$ cat config.mk
export PLATFORM = sky130hd
export DESIGN_NAME = alu_sequencer
export DESIGN_NICKNAME = d
export VERILOG_FILES = /design/src/rtl/alu_sequencer.sv
export SDC_FILE = /design/constraint.sdc
export NUM_CORES = 1
export LEC_CHECK = 0
export CORE_AREA = 8 8 119 121
export CTS_CLUSTER_SIZE = 25
export DETAILED_ROUTE_END_ITERATION = 16
export DIE_AREA = 0 0 127 129
export DONT_BUFFER_PORTS = 1
export PLACE_DENSITY = 0.54
export SLEW_MARGIN = 20
export SYNTH_ARGS = -nofsm -noshare
export SYNTH_HDL_FRONTEND = slang
export SYNTH_SLANG_ARGS = --single-unit
export TNS_END_PERCENT = 1
$ cat constraint.sdc
create_clock -name clk -period 2.45 [get_ports clk]
set_input_delay 0.49 -clock clk [delete_from_list [all_inputs] [get_ports clk]]
set_output_delay 0.49 -clock clk [all_outputs]
set_load 0.01 [all_outputs]
$ cat src/rtl/alu_sequencer.sv
// Multi-cycle sequencer that decodes RISC-V OP/OP-IMM ALU instructions, drives a
// registered external ALU, and iterates one-bit shift passes for SLL/SRL.
module alu_sequencer #(
    parameter int SHAMT_W = 5
) (
    input  logic        clk,
    input  logic        rst_n,
    input  logic        in_valid,
    output logic        in_ready,
    input  logic [2:0]  in_funct3,
    input  logic        in_funct7b5,
    input  logic        in_is_imm,
    input  logic [31:0] in_rs1,
    input  logic [31:0] in_rs2,
    output logic [31:0] alu_a,
    output logic [31:0] alu_b,
    output logic [4:0]  alu_sel,
    input  logic [31:0] alu_out,
    output logic        out_valid,
    input  logic        out_ready,
    output logic [31:0] out_data,
    output logic        busy
);

    typedef enum logic [1:0] {
        IDLE   = 2'd0,
        EXEC   = 2'd1,
        SAMPLE = 2'd2,
        DONE   = 2'd3
    } state_t;

    localparam logic [4:0] SEL_ADD  = 5'b00000;
    localparam logic [4:0] SEL_SUB  = 5'b00001;
    localparam logic [4:0] SEL_SLL  = 5'b00100;
    localparam logic [4:0] SEL_SRL  = 5'b00101;
    localparam logic [4:0] SEL_AND  = 5'b01000;
    localparam logic [4:0] SEL_OR   = 5'b01001;
    localparam logic [4:0] SEL_XOR  = 5'b01010;
    localparam logic [4:0] SEL_SLTU = 5'b01101;
    localparam logic [4:0] SEL_SLT  = 5'b01110;
    localparam logic [4:0] SEL_SRA  = 5'b01111;

    state_t             state_q, state_d;
    logic [31:0]        alu_a_q, alu_a_d;
    logic [31:0]        alu_b_q, alu_b_d;
    logic [4:0]         alu_sel_q, alu_sel_d;
    logic [SHAMT_W-1:0] remaining_q, remaining_d;
    logic               iter_q, iter_d;
    logic [31:0]        out_data_q, out_data_d;
    logic               out_valid_q, out_valid_d;

    logic [SHAMT_W-1:0] dec_shamt;
    logic [4:0]         dec_sel;
    logic [31:0]        dec_b;
    logic               dec_iter;

    // Instruction decode. Iterated shifts move one bit per ALU pass, so the
    // ALU sees a constant shift of 1 and the sequencer counts the passes.
    always_comb begin
        // NOTE: every combinational output gets a default first so no path
        // through the case statements leaves it unassigned (no inferred latch).
        dec_shamt = in_rs2[SHAMT_W-1:0];
        dec_sel   = SEL_ADD;
        dec_b     = in_rs2;
        dec_iter  = 1'b0;
        case (in_funct3)
            3'b000: if (in_funct7b5 && !in_is_imm) dec_sel = SEL_SUB;
            3'b001: begin
                dec_sel  = SEL_SLL;
                dec_b    = 32'd1;
                dec_iter = 1'b1;
            end
            3'b010: dec_sel = SEL_SLT;
            3'b011: dec_sel = SEL_SLTU;
            3'b100: dec_sel = SEL_XOR;
            3'b101: begin
                if (in_funct7b5) begin
                    dec_sel = SEL_SRA;
                    dec_b   = 32'(dec_shamt);
                end else begin
                    dec_sel  = SEL_SRL;
                    dec_b    = 32'd1;
                    dec_iter = 1'b1;
                end
            end
            3'b110: dec_sel = SEL_OR;
            3'b111: dec_sel = SEL_AND;
        endcase
    end

    always_comb begin
        state_d     = state_q;
        alu_a_d     = alu_a_q;
        alu_b_d     = alu_b_q;
        alu_sel_d   = alu_sel_q;
        remaining_d = remaining_q;
        iter_d      = iter_q;
        out_data_d  = out_data_q;
        out_valid_d = out_valid_q;
        case (state_q)
            IDLE: begin
                if (in_valid) begin
                    alu_a_d     = in_rs1;
                    alu_b_d     = dec_b;
                    alu_sel_d   = dec_sel;
                    remaining_d = dec_shamt;
                    iter_d      = dec_iter;
                    if (dec_iter && dec_shamt == '0) begin
                        out_data_d  = in_rs1;
                        out_valid_d = 1'b1;
                        state_d     = DONE;
                    end else begin
                        state_d = EXEC;
                    end
                end
            end
            EXEC: state_d = SAMPLE;
            SAMPLE: begin
                if (iter_q && remaining_q > SHAMT_W'(1)) begin
                    alu_a_d     = alu_out;
                    remaining_d = remaining_q - SHAMT_W'(1);
                    state_d     = EXEC;
                end else begin
                    out_data_d  = alu_out;
                    out_valid_d = 1'b1;
                    state_d     = DONE;
                end
            end
            DONE: begin
                if (out_ready) begin
                    out_valid_d = 1'b0;
                    state_d     = IDLE;
                end
            end
        endcase
    end

    // NOTE: state flops use non-blocking assignments so every flop samples
    // the pre-edge values regardless of statement order.
    always_ff @(posedge clk or negedge rst_n) begin
        if (!rst_n) begin
            state_q     <= IDLE;
            alu_a_q     <= '0;
            alu_b_q     <= '0;
            alu_sel_q   <= '0;
            remaining_q <= '0;
            iter_q      <= 1'b0;
            out_data_q  <= '0;
            out_valid_q <= 1'b0;
        end else begin
            state_q     <= state_d;
            alu_a_q     <= alu_a_d;
            alu_b_q     <= alu_b_d;
            alu_sel_q   <= alu_sel_d;
            remaining_q <= remaining_d;
            iter_q      <= iter_d;
            out_data_q  <= out_data_d;
            out_valid_q <= out_valid_d;
        end
    end

    assign in_ready  = (state_q == IDLE);
    assign busy      = (state_q != IDLE);
    assign alu_a     = alu_a_q;
    assign alu_b     = alu_b_q;
    assign alu_sel   = alu_sel_q;
    assign out_data  = out_data_q;
    assign out_valid = out_valid_q;

endmodule

== Yosys cells after proc, flatten, opt, wreduce, memory -nomap -nowiden ==
Cells that the tools add are included.
W data, S select, Z words.
Cells by class
  add/subtract/negate cells: 1
  $lt $le $gt $ge: 1
  eq/ne operators: 15
  muxes and demuxes: 27
  reduce and logical (&&, ||, !) cells: 15
Operators by type and width (number)
  $pmux W32 S2: 3
  $mux W32: 5
  $pmux W5 S8: 1
  $mux W5: 3
  $eq A3 B3 Y1 const B: 4
  $pmux W5 S2: 1
  $mux W2: 4
  $ne A2 B2 Y1 const B: 4
  $pmux W2 S4: 1
  $eq A3 B2 Y1 const B: 2
  $mux W1: 6
  $gt A5 B1 Y1 const B: 1
  $logic_not A5 Y1: 1
  $reduce_and A5 Y1: 1
  $sub A5 B1 Y5 const B: 1
  $eq A2 B2 Y1 const B: 2
  $mux W4: 1
  $reduce_and A2 Y1: 2
  $reduce_and A4 Y1: 1
  $reduce_bool A2 Y1: 2
  $eq A3 B1 Y1 const B: 1
  $logic_and A1 B1 Y1: 3
  $logic_not A3 Y1: 1
  $pmux W1 S3: 1
  other kinds (7): 7
Word-level totals
  flip-flop bits (word level): 110
  input port bits: 105
  word-level logic and storage cells: 67

== Logic depth before layout (Yosys ltp) ==
  depth after elaboration: 6
  gate-level depth with buffers: 9

== Worst setup path after synthesis ==
No wires, ideal clock.
  path type: input to register
  from: input port in_rs2[3]
  to: register out_data_q[19] (netlist: out_data[19])
  data arrival time: 2.213 ns
  data required time: 2.325 ns
  setup slack: 0.112 ns
  stages on the path: 7
  buffers on the path: 2
  cells stage by stage: or4_1 o21a_1 a221oi_4 nand2_2 buf_6 buf_6 mux2_4
On the way
  cells in the longest elaborated chain, start to end: 4
Ends and longest elaborated chain
  from (decl): line 14  | input logic [31:0] in_rs2,
  $logic_not A5 Y1: line 108  | if (dec_iter && dec_shamt == '0) begin
  $logic_and A1 B1 Y1: line 108
  $ne A2 B1 Y1 (no line)
  $reduce_and A4 Y1 (no line)
  to (signal assigned): line 157  | out_data_q <= out_data_d;
  to (decl): line 49  | logic [31:0] out_data_q, out_data_d;
Every way passes these cells.
A chain may end at the register's enable or synchronous reset.

== Final worst setup path ==
  from: register state_q[1]
  to: register alu_a_q[16] (netlist: alu_a[16])
On the way
  cells in the longest elaborated chain, start to end: 3
  elaborated cells on any way between the ends: 7
  those cells by class: 3 x eq/ne; 1 x mux; 3 x reduce/logical
Ends and longest elaborated chain
  from (decl): line 43  | state_t state_q, state_d;
  from (signal assigned): line 151  | state_q <= state_d;
  $eq A2 B2 Y1 or $logic_not A2 Y1 (tied branches): line 100  | case (state_q)
  $ne A2 B2 Y1 (no line) or $reduce_bool A2 Y1 (tied branches)
  $reduce_and A3 Y1 (no line)
  to (signal assigned): line 152  | alu_a_q <= alu_a_d;
  to (decl): line 44  | logic [31:0] alu_a_q, alu_a_d;
Parallel ways exist; a longest one is shown, timed or not.

==> metrics.txt <==
Ys Warns=0; largest net degree at the start of global routing=110; # diodes=0; GRT met2 Usage=23.1%; Worst-Skew Late Latency=0.34 ns; Mapped Cells=367; Clock Path Buffers=2; status=complete, but fails checks; met1 usage=16.3%; Final WS setup=0.257 ns; Post-Syn Area per Cell=13.1 µm²; core area=12300 µm²; Flop pwr share=47.3%; net count after synthesis=477; Fin. Hold Viols=109; Initial Utilization=39.0%; unrepaired setup endpoints after global routing=false; clock-pin slew on the worst setup and hold paths=0.07 ns; violations in the final reports=hold timing; crit-path max FO=19; GRT Overall Usage=14.0%; CP max-delay cell=dfrtp_1; TritonCTS Buffers=9; register area share after synthesis=56.9%; dpl cell area=5000 µm²; layout cell share with drive strength beyond 1=32.1%; Pleak=2.31 nW; Startpoint Class=register; DR pass1 iterations=6; Setup CP Type=register to register; first-pass GRT wire length=17900 µm; Area Growth Syn to Fin=10.2%; clock tree from TritonCTS=done; 1st-iter DRT viols=159; Yosys reg bits=109; # IOs=209; M3 GR Usage=4.63%; H-tree Lvls=3; CP arrival=2.42 ns; number of global-route vias before repair=3128; Avg WL per Cell=22.0 µm; Final Max Slew Viols=0; hpwl dp=8530 µm; number of remaining DRC errors=0; post-layout min period=2.19 ns; final instance area=5280 µm²; Die Ht=129 µm; Switching Fraction=37.4%; Max Clk Rate=456 MHz; final clock skew=0.00773 ns; Comb power frac=35.5%; vias post-DR=2860; worst path required time=2.68 ns; CP Cell Sequence=inv_1 > ha_1 > nand2_1 > o21ai_1 > o21a_2 > buf_4 > mux2_2; sw power=3.08 mW; PwrDens=1560 nW/µm²; max-cap violations=0; Netlist cell types=40; FP Rows=41; FF-to-FF Start=state_q[1]; Worst Hold Class=input pin to async pin; initial antenna violation count=0; Die Area=16400 µm²; root buf cell=clkbuf_16; reg-to-reg slack, setup=0.26 ns; Top Usage Layer GRT=met2; cell area after synthesis=4800 µm²; VDD IR-drop max=0.000472 V; I/O Buffers=0; ANT nets after route=0; Sink Count=109; RePlAce Congestion=0.758; die extent in x=127 µm; Reg2Reg Depth=7; final hold slack=-0.167 ns; DP Worst Slack=0.254 ns; Int Power=5.15 mW; crit end category=register; wirelength, routed=11500 µm; routed vias/inst=5.46; crit-path max cell delay=0.42 ns; FF-to-FF End=alu_a[16]; Tcrit/Tclk final=89.5%; Remaining Overflow, GRT=0; Setup-failing EPs final=0; setup TNS=0 ns; Final Net Count=479; clock share of power=17.2%
[routing by layer]
metal	wire, µm	share of wire [%]
met5	0	0
met3	932	8.1
met2	6040	52
met1	4400	38
met4	144	1.3
[final cells by class]
type                    count  area (µm²)
well taps                 150         188
multi-input cells         226        1930
inverters                  11        41.3
flip-flops and latches    109        2730
repair buffers             12         115
clock buffers              12         256
fillers                  1167        7030
clock inverters             4        30.0
[layout by cell type, fill, tap and decap left out, types with 2 or more instances in the layout]
cell type and instances:
ha_1 4, nor3_1 5, a211oi_1 2, buf_4 10, mux2i_1 5, nor2b_1 2
mux2_4 10, a31oi_1 4, or3_1 2, dfrtp_1 109, nor2_1 12, inv_1 11
a21oi_1 17, a31o_2 2, buf_12 2, o21ai_0 15, nand2b_1 2, nand2_1 20
inv_6 2, clkbuf_8 2, mux2_2 77, clkbuf_16 9, a22o_1 28
[through the flow]
step / total power, mW / util (%) / cells
2_1_floorplan: 6.07 / - / 367
3_3_place_gp: 6.84 / 40.6 / 508
3_5_place_dp: 6.94 / 40.6 / 508
5_1_grt: 8.80 / 42.9 / 524
4_1_cts: 8.39 / 42.9 / 524
6_report: 8.23 / 42.9 / 524
[flip-flops by register name, indices dropped and copies added, names as in the netlist]
signal / flops
out_data: 32
alu_a: 32
alu_sel: 4
state_q: 2
out_valid: 1
iter_q: 1
alu_b: 32
remaining_q: 5
[worst max-delay path by stage]
stage	cells after the start	from	slack, ns	end
3_5_place_dp	6	in_rs2[3]	0.25	out_data[27]
6_report	7	state_q[1]	0.26	alu_a[16]
3_3_place_gp	6	in_rs2[3]	0.26	out_data[19]
5_1_grt	7	state_q[1]	0.09	alu_a[18]
4_1_cts	7	state_q[0]	0.24	alu_a[18]
2_1_floorplan	7	in_rs2[3]	0.11	out_data[19]
[Yosys cell counts (all sizes together)]
| library cell | n | area share, % |
|---|---|---|
| a211oi | 2 | 0.31 |
| a21boi | 1 | 0.16 |
| a21oi | 17 | 1.8 |
| a221oi | 1 | 0.55 |
| a22o | 28 | 5.1 |
| a31o | 2 | 0.37 |
| a31oi | 4 | 0.52 |
| and2 | 1 | 0.13 |
| buf | 12 | 1.5 |
| clkbuf | 9 | 0.70 |
| conb | 1 | 0.078 |
| dfrtp | 109 | 57 |
| ha | 5 | 1.3 |
| inv | 11 | 0.86 |
| mux2 | 87 | 21 |
| mux2i | 5 | 1.0 |
| nand2 | 21 | 1.7 |
| nand2b | 2 | 0.26 |
| nand3 | 1 | 0.10 |
| nor2 | 12 | 0.94 |
| nor2b | 2 | 0.26 |
| nor3 | 5 | 0.52 |
| nor3b | 1 | 0.16 |
| nor4 | 1 | 0.13 |
| nor4b | 1 | 0.18 |
| o211ai | 1 | 0.16 |
| o21a | 2 | 0.31 |
| o21ai | 16 | 1.7 |
| o21bai | 1 | 0.16 |
| o31ai | 1 | 0.16 |
| o32a | 1 | 0.21 |
| or3 | 2 | 0.26 |
| or4 | 1 | 0.16 |
| xor2 | 1 | 0.18 |
[power groups by stage]
stage | Combinational, mW | Clock (mW) | Sequential [mW]
finish | 2.92 | 1.42 | 3.90
global route | 3.23 | 1.53 | 4.04
CTS | 2.98 | 1.46 | 3.95
detailed placement | 2.98 | 0 | 3.96
global placement | 2.88 | 0 | 3.97
floorplan | 2.44 | 0 | 3.63
[worst max-delay path: cells and delay by family (launching register included)]
kind / cells / cell delay, ns
flip-flops: 1 / 0.42
AO/OA/AOI/OAI: 2 / 0.41
adder cells (fa/ha/maj): 1 / 0.41
multiplexers: 1 / 0.36
buffers and inverters: 2 / 0.34
AND/OR/NAND/NOR: 1 / 0.12
[timing repair]
item,CTS,global route
hold endpoints to repair,109,109
gates resized for setup,0,0
buffers inserted,0,0
[cells by family after synthesis]
logic type | share of synthesized area, %
other cells | 0.0782
fa+ha+maj | 1.30
buf+inv | 3.05
flops | 56.9
mux | 22.3
xor+xnor | 0.183
simple gates | 4.80
compound gates | 11.5
No activity file was read; power rests on OpenSTA's default activity.
